==> src/rtl/seven_segment_pkg.sv <==
// rtl/seven_segment_pkg.sv - shared glyph table, digit-select encoding and segment ordering
// Used by both the capture path and the seven-segment driver so both agree on glyphs.
package seven_segment_pkg;

    localparam int SEG_W    = 7;
    localparam int NIBBLE_W = 4;

    // Segment bit positions within the segment bus (1 = lit).
    localparam int SEG_A = 0;
    localparam int SEG_B = 1;
    localparam int SEG_C = 2;
    localparam int SEG_D = 3;
    localparam int SEG_E = 4;
    localparam int SEG_F = 5;
    localparam int SEG_G = 6;

    localparam logic DIGIT_LO = 1'b0;
    localparam logic DIGIT_HI = 1'b1;

    typedef enum logic [1:0] {
        ST_WAIT_LO,
        ST_WAIT_HI,
        ST_PUBLISH
    } cap_state_e;

    function automatic logic [SEG_W-1:0] glyph_of(input logic [NIBBLE_W-1:0] n);
        logic [SEG_W-1:0] g;
        case (n)
            4'h0: g = 7'h3F;
            4'h1: g = 7'h06;
            4'h2: g = 7'h5B;
            4'h3: g = 7'h4F;
            4'h4: g = 7'h66;
            4'h5: g = 7'h6D;
            4'h6: g = 7'h7D;
            4'h7: g = 7'h07;
            4'h8: g = 7'h7F;
            4'h9: g = 7'h6F;
            4'hA: g = 7'h77;
            4'hB: g = 7'h7C;
            4'hC: g = 7'h39;
            4'hD: g = 7'h5E;
            4'hE: g = 7'h79;
            default: g = 7'h71;
        endcase
        return g;
    endfunction

endpackage

==> src/rtl/seg_to_nibble.sv <==
// rtl/seg_to_nibble.sv - combinational reverse lookup from segment pattern to hex nibble
module seg_to_nibble
    import seven_segment_pkg::*;
#(
    parameter int DW = 7
) (
    input  logic [DW-1:0]       seg,
    output logic [NIBBLE_W-1:0] nibble,
    output logic                legal
);

    always_comb begin
        nibble = '0;
        legal  = 1'b0;
        for (int i = 0; i < 16; i++) begin
            if (seg == DW'(glyph_of(NIBBLE_W'(i)))) begin
                nibble = NIBBLE_W'(i);
                legal  = 1'b1;
            end
        end
    end

endmodule

==> src/rtl/seven_segment_capture.sv <==
// rtl/seven_segment_capture.sv - recovers a two-digit hex word from an observed multiplexed display
module seven_segment_capture
    import seven_segment_pkg::*;
#(
    parameter int AW     = 8,
    parameter int DW     = 7,
    parameter int SETTLE = 16
) (
    input  logic          clk,
    input  logic          reset,
    input  logic [DW-1:0] led_port,
    input  logic          c,
    output logic [AW-1:0] data,
    output logic          valid,
    output logic          err
);

    localparam int CW = $clog2(SETTLE + 1);

    logic [DW:0]           r_sample;
    logic [CW-1:0]         r_cnt;
    logic [NIBBLE_W-1:0]   r_nib_lo;
    logic [NIBBLE_W-1:0]   r_nib_hi;
    logic [1:0]            r_filled;
    logic                  r_first;
    logic                  r_err;
    logic [AW-1:0]         r_data;
    cap_state_e            r_state;
    cap_state_e            w_state_nxt;

    logic                  w_same;
    logic                  w_capture;
    logic                  w_sel;
    logic [NIBBLE_W-1:0]   w_nibble;
    logic                  w_legal;
    logic                  w_cap_legal;
    logic [1:0]            w_filled_nxt;
    logic [NIBBLE_W-1:0]   w_nib_lo_nxt;
    logic [NIBBLE_W-1:0]   w_nib_hi_nxt;
    logic                  w_pair_done;
    logic [AW-1:0]         w_assembled;
    logic                  w_publish;

    seg_to_nibble #(.DW(DW)) u_seg_to_nibble (
        .seg    (r_sample[DW-1:0]),
        .nibble (w_nibble),
        .legal  (w_legal)
    );

    // A change on the edge that would complete settling wins: no capture.
    assign w_same      = ({c, led_port} == r_sample);
    assign w_capture   = w_same && (r_cnt == CW'(SETTLE - 1));
    assign w_sel       = r_sample[DW];
    assign w_cap_legal = w_capture && w_legal;

    always_comb begin
        w_filled_nxt = r_filled;
        w_nib_lo_nxt = r_nib_lo;
        w_nib_hi_nxt = r_nib_hi;
        if (w_cap_legal) begin
            w_filled_nxt[w_sel] = 1'b1;
            if (w_sel == DIGIT_LO) w_nib_lo_nxt = w_nibble;
            else                   w_nib_hi_nxt = w_nibble;
        end
    end

    assign w_pair_done = w_cap_legal && (&w_filled_nxt);
    assign w_assembled = AW'({w_nib_hi_nxt, w_nib_lo_nxt});
    assign w_publish   = w_pair_done && (r_first || (w_assembled != r_data));

    always_ff @(posedge clk or negedge reset) begin
        if (!reset) begin
            r_sample <= '0;
            r_cnt    <= '0;
            r_nib_lo <= '0;
            r_nib_hi <= '0;
            r_filled <= '0;
            r_first  <= 1'b1;
            r_err    <= 1'b0;
            r_data   <= '0;
        end else begin
            r_sample <= {c, led_port};
            if (!w_same)                    r_cnt <= '0;
            else if (r_cnt != CW'(SETTLE))  r_cnt <= r_cnt + 1'b1;
            r_nib_lo <= w_nib_lo_nxt;
            r_nib_hi <= w_nib_hi_nxt;
            r_filled <= w_pair_done ? 2'b00 : w_filled_nxt;
            r_err    <= w_capture && !w_legal;
            if (w_publish) begin
                r_data  <= w_assembled;
                r_first <= 1'b0;
            end
        end
    end

    always_ff @(posedge clk or negedge reset) begin
        if (!reset) r_state <= ST_WAIT_LO;
        else        r_state <= w_state_nxt;
    end

    always_comb begin
        w_state_nxt = ST_WAIT_LO;
        if (w_publish)                     w_state_nxt = ST_PUBLISH;
        else if (w_pair_done)              w_state_nxt = ST_WAIT_LO;
        else if (w_filled_nxt[DIGIT_LO])   w_state_nxt = ST_WAIT_HI;
    end

    always_comb begin
        valid = (r_state == ST_PUBLISH);
        err   = r_err;
        data  = r_data;
    end

endmodule

==> config.mk <==
export PLATFORM = sky130hd
export DESIGN_NAME = seven_segment_capture
export DESIGN_NICKNAME = d
export VERILOG_FILES = /design/src/rtl/seven_segment_pkg.sv /design/src/rtl/seg_to_nibble.sv /design/src/rtl/seven_segment_capture.sv
export SDC_FILE = /design/constraint.sdc
export NUM_CORES = 1
export LEC_CHECK = 0
export CAP_MARGIN = 20
export CORE_UTILIZATION = 60
export CTS_CLUSTER_DIAMETER = 30
export DETAILED_ROUTE_END_ITERATION = 10
export PLACE_DENSITY = 0.83
export RECOVER_POWER = 25
export SLEW_MARGIN = 30
export SYNTH_ARGS = -nofsm -noshare
export SYNTH_HDL_FRONTEND = slang
export SYNTH_SLANG_ARGS = --single-unit
==> constraint.sdc <==
create_clock -name clk -period 8.06 [get_ports clk]
set_input_delay 2.015 -clock clk [delete_from_list [all_inputs] [get_ports clk]]
set_output_delay 2.015 -clock clk [all_outputs]
set_load 0.1 [all_outputs]
Word level (Yosys, flattened, before mapping)
Cells that the tools add are included.
- word-level logic and storage cells: 88
- input bits: 10
- output and inout bits: 10
- register bits after elaboration: 35
- reductions and logical operators: 9
- add/sub/neg operators: 1
- magnitude comparators: 2
- eq/ne operators: 22
- multiplexer cells: 44
- bitwise gates (word level): 1
- operator list (operator ; number):
    equality test 7 bit (second input constant) ; 12
    two-way mux 4 bit ; 12
    two-way mux 1 bit ; 20
    equality test 7 x 3 -> 1 bit (second input constant) ; 2
    equality test 7 x 6 -> 1 bit (second input constant) ; 2
    two-way mux 3 bit ; 4
    two-way mux 2 bit ; 5
    two-way mux 5 bit ; 2
    equality test 8 bit ; 1
    inequality test 8 bit ; 1
    logical AND 1 bit ; 6
    adder 5 x 1 -> 5 bit (second input constant) ; 1
    equality test 5 x 4 -> 1 bit (second input constant) ; 1
    inequality test 5 bit (second input constant) ; 1
    equality test 2 bit (second input constant) ; 1
    < comparator 1 x 2 -> 1 bit (second input constant) ; 1
    inequality test 2 x 1 -> 1 bit (second input constant) ; 1
    OR 2 bit ; 1
    AND reduction 2 bit ; 1
    demux 1 bit (select 1 bit) ; 1
    greater-or-equal comparator 1 bit (second input constant) ; 1
    logical NOT 1 bit ; 1
    logical OR 1 bit ; 1

Longest topological paths before layout
Gate-level depths: netlist of the first run.
- word-level depth: 23
- depth in mapped cells: 11
- gate-level depth less buffers: 10

Hierarchy
Synthesis of the first run repeated with hierarchy kept, for this count alone.
- cells, all modules: 195
- area total of the unflattened synthesis: 2064.5 um2
- by module, submodules not included (module ; area each (um2) ; instances ; cells an instance ; seq. area each (um2)):
    seven_segment_capture ; 1649.1 ; 1 ; 134 ; 852.1
    seg_to_nibble ; 415.4 ; 1 ; 61 ; 0.0

Worst setup path before layout of the first run
Ideal clock, no wire load.
- path type: input port to flip-flop
- start point: input led_port[3]
- end point: register r_data[3] (netlist: data[3])
- required time: 7.933 ns
- path slack: 3.263 ns
- stages on the path: 9
- setup time: 0.127 ns
- buffers on the path: 0
- arrival time: 4.671 ns
- path through: xor2_1 nor4_1 nand3_1 a211oi_2 mux2_4 xor2_1 or4_1 o31a_4 mux2_4
- cells in the longest elaborated chain, start to end: 7
- elaborated cells on any way between the ends: 11
- classes of those cells: 2 x eq/ne; 3 x mux; 6 x reduce/logical
- RTL lines (element ; RTL line ; source):
    start, declared ; seven_segment_capture.sv:11 ; input logic [DW-1:0] led_port,
    equality test 8 bit ; seven_segment_capture.sv:51 ; assign w_same = ({c, led_port} == r_sample);
    logical AND 1 bit ; seven_segment_capture.sv:52 ; assign w_capture = w_same && (r_cnt == CW'(SETTLE - 1));
    logical AND 1 bit ; seven_segment_capture.sv:54 ; assign w_cap_legal = w_capture && w_legal;
    two-way mux 4 bit ; seven_segment_capture.sv:60 ; if (w_cap_legal) begin
    named net w_nib_lo_nxt[1] ; seven_segment_capture.sv:38 ; logic [NIBBLE_W-1:0] w_nib_lo_nxt;
    inequality test 8 bit ; seven_segment_capture.sv:69 ; assign w_publish = w_pair_done && (r_first || (w_assembled != r_data));
    logical OR 1 bit ; seven_segment_capture.sv:69 ;
    logical AND 1 bit ; seven_segment_capture.sv:69 ;
    named net w_publish ; seven_segment_capture.sv:42 ; logic w_publish;
    end signal, assigned ; seven_segment_capture.sv:90 ; r_data <= w_assembled;
    end, declared ; seven_segment_capture.sv:27 ; logic [AW-1:0] r_data;
The timed path passes the listed nets, and every way through them passes these cells.
A chain may end at the register's enable or synchronous reset.

Worst setup path after layout of the first run
- start point: input led_port[3]
- end point: register r_data[4] (netlist: data[4])
The elaborated chain is that of the path after synthesis.

==> results of run 1 <==
## metal layers
| metal | GRT usage (%) | part of all wire [%] |
|---|---|---|
| met5 | 0 | 0 |
| met4 | 7.97 | 0.92 |
| met3 | 5.84 | 4.5 |
| met2 | 44.6 | 49 |
| met1 | 37.3 | 46 |
## cell usage in the layout, fill, tap and decap left out, drive strengths merged, types with 2 or more instances in the layout
cell            n
or4bb           2
nand4           3
nand4b          2
nor2b           4
or3b            2
a21oi           8
o21ai          10
clkbuf          8
xor2           12
mux2i           3
clkdlybuf4s50  10
nand3           6
dlygate4sd3     9
nand2b          5
or4             2
ha              3
o31ai           3
xnor2           5
o22ai           3
nor4            5
nand2          11
nor2           14
mux2           12
inv             7
nand3b          5
o211ai          2
a211oi          3
dfrtp          33
## Yosys cell counts, types with 3 or more instances
cell type and instances:
o31ai_1 3, nand4_1 3, inv_1 7, mux2_4 4, nand2_1 11, ha_1 3, clkbuf_1 3, dfrtp_1 33
xnor2_1 5, a21oi_1 8, nand2b_1 5, nor2_1 13, mux2i_1 3, nand3_1 6, buf_2 5, o21ai_0 10
xor2_1 12, o22ai_1 3, nor2b_1 4, nor4_1 4, nand3b_1 5, mux2_2 8
## cells by family after synthesis
group           Yosys count
simple gates             70
compound gates           40
flops                    34
xor+xnor                 17
buf+inv                  17
mux                      15
fa+ha+maj                 3
## through the flow
stage	util, %	total power [W]	cells
after floorplan	-	0.000197	196
after global placement	70.7	0.000207	250
after detailed placement	70.7	0.000208	250
after CTS	72.6	0.000304	258
after global routing	72.5	0.000312	258
final	72.5	0.000300	258
## flip-flops by register name, summed over array words and instances (netlist names)
register / count
r_state: 2
r_nib_lo: 4
r_cnt: 5
r_first: 1
r_filled: 1
r_nib_hi: 4
r_sample: 8
err: 1
data: 8
## report_power, final
part | switching (W) | internal (W)
registers | 0.00000855 | 0.000172
logic | 0.0000123 | 0.0000109
clock network | 0.0000537 | 0.0000422
total | 0.0000746 | 0.000226
## area by class of cell
class | instances | area share (%)
multi-input combinational | 145 | 47.7
tap | 44 | 2.43
clock inverter | 1 | 0.221
clock buffer | 7 | 2.43
inverter | 7 | 1.16
timing repair buffer | 20 | 8.55
sequential | 34 | 37.6
## worst max-delay path by stage
stage / start / to / slack [ns]
floorplan: led_port[3] / data[3]$_DFFE_PN0P_ / 3.26
global placement: led_port[3] / data[4]$_DFFE_PN0P_ / 2.42
detailed placement: led_port[3] / data[4]$_DFFE_PN0P_ / 2.34
CTS: led_port[3] / data[4]$_DFFE_PN0P_ / 2.69
global route: led_port[3] / data[4]$_DFFE_PN0P_ / 2.36
finish: led_port[3] / data[4]$_DFFE_PN0P_ / 2.52
## worst max-delay path: stages
cell and delay (ns):
dlygate4sd3_1 0.57, xor2_1 0.17, nor4_1 0.48, nand3_1 0.38, a211oi_2 0.47, mux2_4 0.36, xor2_1 0.14, or4_1 0.54
o31a_4 0.33, mux2_4 0.30
==> results.toml, run 1 <==
[worst_setup_path]
crit_type = "in2reg"
rr_endpoint = "data[4]$_DFFE_PN0P_"
end_kind = "flop"
path_max_fanout = 11
critPathArrivalTime_ns = 5.77
r2r_setup_slack_ns = 4.15
cp-start-kind = "input pin"
reg2reg_from = "r_sample[3]$_DFF_PN0_"
cp_data_required_time_ns = 8.29
reg2reg_depth = 9

[sta]
fmax_mhz = 181
slew_headroom_pct = -18.3
tns_ns = 0
skew_ns = 0.00759
tightest_slew_ns = 1.77
fin_hold_ws_ns = 0.521
post-route-period-util_pct = 68.7
rsz0062_at_grt = "no"
post-route-min-period_ns = 5.54
hold_violations = 0
finalSetupViolations = 0
maxSlewViolCount = 35
timing.final.ws_setup_ns = 2.52

[clock_network]
clkTransAtPathRegs_ns = 0.10
cts_hold_buffers = 0
cts_resized = 0
postCtsSetupRepairBufs = 0
cts_tree = "yes"
clockRootBuffer = "clkbuf_4"
clock-sinks = 34
cts.path.max_buffers = 2
h-tree-depth = 2
clkLatencyLatePin_ns = 0.33
cts_made_buffers = 5

[yosys]
synthCells = 196
synthTopCellsByArea = "dfrtp_1 (41%), xor2_1 (5.2%), mux2_2 (4.5%)"
muxShareOfSynthArea_pct = 8.93
synth_top_area_cell = "dfrtp_1"
synth-adder-area-share_pct = 1.86
synth_top_family_by_area = "simple AND/OR/NAND/NOR gates"
syn_area_sq_um = 2020
synth_top_area_share_pct = 40.9
syn_nets = 209
ys_seq_elements = 34
yosys.cell_types.count = 54
synth_simple_gate_area_share_pct = 21.0
syn_area_per_cell_sq_um = 10.3
ys.warnings.count = 0
synth_edf_count = 0
yosysSeqAreaShare_pct = 42.2
async_flop_share_pct = 100
synth-compound-area-share_pct = 14.4
synthXorXnorAreaFrac_pct = 7.38
yosys_most_used_dff = "dfrtp_1"

[global_route]
grt_max_degree = 35
grt.overflow.total = 0
antenna_found_initial = 0
grt_first_pass_wirelength_mm = 7.04
track_usage_pct = 27.5
grt_pass1_vias = 1428

[worst_hold_path]
min_from = "r_first$_DFFE_PN1P_"
min_path_cells = 1
hold_end = "r_first$_DFFE_PN1P_"
min_path_type = "reg2reg"

[power]
p_per_area_nw_per_um2 = 132
leakage_nw = 0.946
ir_worst_vdd_mv = 0.142

[run_status]
status = "finished, violations left"
violations = "max-capacitance violations, max-slew violations"

[detailed_routing]
vias_per_cell = 6.05
wl_per_cell_um = 16.9
vias = 1561
drt_wl_total_mm = 4.37
drc = 0
first_pass_iters = 5
ant_nets = 0
drtIter0Drc = 106

[place]
port-buffer-count = 19
place_congestion = 0.909
place_area_sq_um = 2210
preCtsSetupSlack_ns = 2.34
dp_hpwl_mm = 3.13

[floorplanning]
initial_core_util_pct = 64.5
dieArea_sq_um = 3600
fp.dieW_um = 60.0
die_h_um = 60.0
rows = 20
io_pins = 20
coreArea_sq_um = 3130

[layout]
regArea_sq_um = 852
final_nets = 226
antenna_cells = 0
multi_input_area_sq_um = 1080
n_fill_cell = 246
final_area_sq_um = 2270
syn2layout_area_growth_pct = 12.4
drive_gt1_share_pct = 14.5

[run]
maxCapViolations = 1
(Power assumes the default switching activity.)
==> run 2, diff against run 1 <==
Settings changed: CORE_UTILIZATION 60 to 56, PLACE_DENSITY 0.83 to 0.79.
Clock period 8.06 ns to 5.3 ns, I/O delays scaled along.
==> results.toml, run 2 (same netlist as run 1, synthesis figures left out) <==
[run_status]
status = "finished, violations left"
violations = "max-capacitance violations, max-slew violations"

[clock_network]
cts_hold_buffers = 0
cts.path.max_buffers = 2
clockRootBuffer = "clkbuf_4"
postCtsSetupRepairBufs = 0
clkTransAtPathRegs_ns = 0.10
clock-sinks = 34
cts_made_buffers = 5
h-tree-depth = 2
cts_tree = "yes"
cts_resized = 0
clkLatencyLatePin_ns = 0.32

[sta]
skew_ns = 0.00526
tns_ns = 0
fin_hold_ws_ns = 0.497
hold_violations = 0
tightest_slew_ns = 1.80
maxSlewViolCount = 35
slew_headroom_pct = -19.8
post-route-period-util_pct = 86.1
finalSetupViolations = 0
rsz0062_at_grt = "no"
timing.final.ws_setup_ns = 0.739
fmax_mhz = 219
post-route-min-period_ns = 4.56

[global_route]
grt_first_pass_wirelength_mm = 6.76
grt_pass1_vias = 1481
grt_max_degree = 35
track_usage_pct = 24.4
grt.overflow.total = 0
antenna_found_initial = 0

[layout]
antenna_cells = 0
multi_input_area_sq_um = 1080
final_area_sq_um = 2290
drive_gt1_share_pct = 15.3
syn2layout_area_growth_pct = 13.3
n_fill_cell = 266
regArea_sq_um = 852
postLayoutCoreUtil_pct = 67.4
layout_common_cells = "dfrtp_1 (33), nor2_1 (13), xor2_1 (12)"
final_common_cell = "dfrtp_1"
final_nets = 228

[worst_setup_path]
reg2reg_from = "r_sample[4]$_DFF_PN0_"
cp-start-kind = "input pin"
critPathArrivalTime_ns = 4.78
path_max_fanout = 5
startpoint = "led_port[3]"
crit_type = "in2reg"
r2r_setup_slack_ns = 1.46
cp_data_required_time_ns = 5.52
end_kind = "flop"

[power]
p_per_area_nw_per_um2 = 200
ir_worst_vdd_mv = 0.163
leakage_nw = 0.956

[place]
dp_hpwl_mm = 3.01
port-buffer-count = 19
preCtsSetupSlack_ns = 0.529
place_area_sq_um = 2230
place_congestion = 0.868

[detailed_routing]
drt_wl_total_mm = 4.15
wl_per_cell_um = 15.9
vias_per_cell = 5.94
drc = 0
drtIter0Drc = 155
vias = 1556
first_pass_iters = 4
ant_nets = 0

[worst_hold_path]
min_path_type = "reg2reg"
min_from = "r_filled[1]$_DFF_PN0_"

[run]
maxCapViolations = 1

[floorplanning]
initial_core_util_pct = 59.5
rows = 21
die_h_um = 62.0
dieArea_sq_um = 3850
io_pins = 20
fp.dieW_um = 62.0
coreArea_sq_um = 3390
## run 2: cell count changes in the layout (fill, tap and decap cells not counted)
cell	delta
buf_4	+2
## run 2: final cells by class
class                           instances  share of cell area [%]
Clock buffer                            7                    2.41
Clock inverter                          1                   0.219
Inverter                                7                    1.15
Multi-Input combinational cell        145                    47.3
Sequential cell                        34                    37.3
Tap cell                               46                    2.52
Timing Repair Buffer                   22                    9.14
## run 2: worst max-delay path, cell delays in order
cell and delay [ns]:
dlygate4sd3_1 0.56, xor2_1 0.17, nor4_1 0.49, nand3_1 0.18, a211oi_2 0.38, mux2_4 0.36, xor2_1 0.14, or4_1 0.53
o31a_4 0.33, mux2_4 0.30
## run 2: metal layers
layer	vias to the layer above	wire length (um)	part of all wire, %	track usage [%]
met3	4	96	2.3	4.35
met5	-	0	0	0
met2	33	2010	48	40.7
li1	755	-	-	-
met4	0	43	1.0	7.62
met1	764	2000	48	32.5
## run 2: path summary, 6_finish.rpt
kind | to | depth (start not counted)
max | data[3]$_DFFE_PN0P_ | 10
min | r_state[0]$_DFF_PN0_ | 1
max reg2reg | data[3]$_DFFE_PN0P_ | 9
min reg2reg | r_state[0]$_DFF_PN0_ | 1
max in group asynchronous | r_sample[2]$_DFF_PN0_ | 2
min in group asynchronous | data[5]$_DFFE_PN0P_ | 2
## run 2: per-stage QoR
stage               instances  power [W]
detailed placement        254   0.000317
global placement          254   0.000315
floorplan                 196   0.000300
finish                    262   0.000457
CTS                       262   0.000462
global route              262   0.000476
## run 2: where the power goes
group / total (W) / internal (W) / switching [W] / leakage (nW)
sequential: 0.000275 / 0.000262 / 0.0000128 / 0.448
combinational: 0.0000351 / 0.0000165 / 0.0000186 / 0.473
clock: 0.000147 / 0.0000643 / 0.0000823 / 0.0353
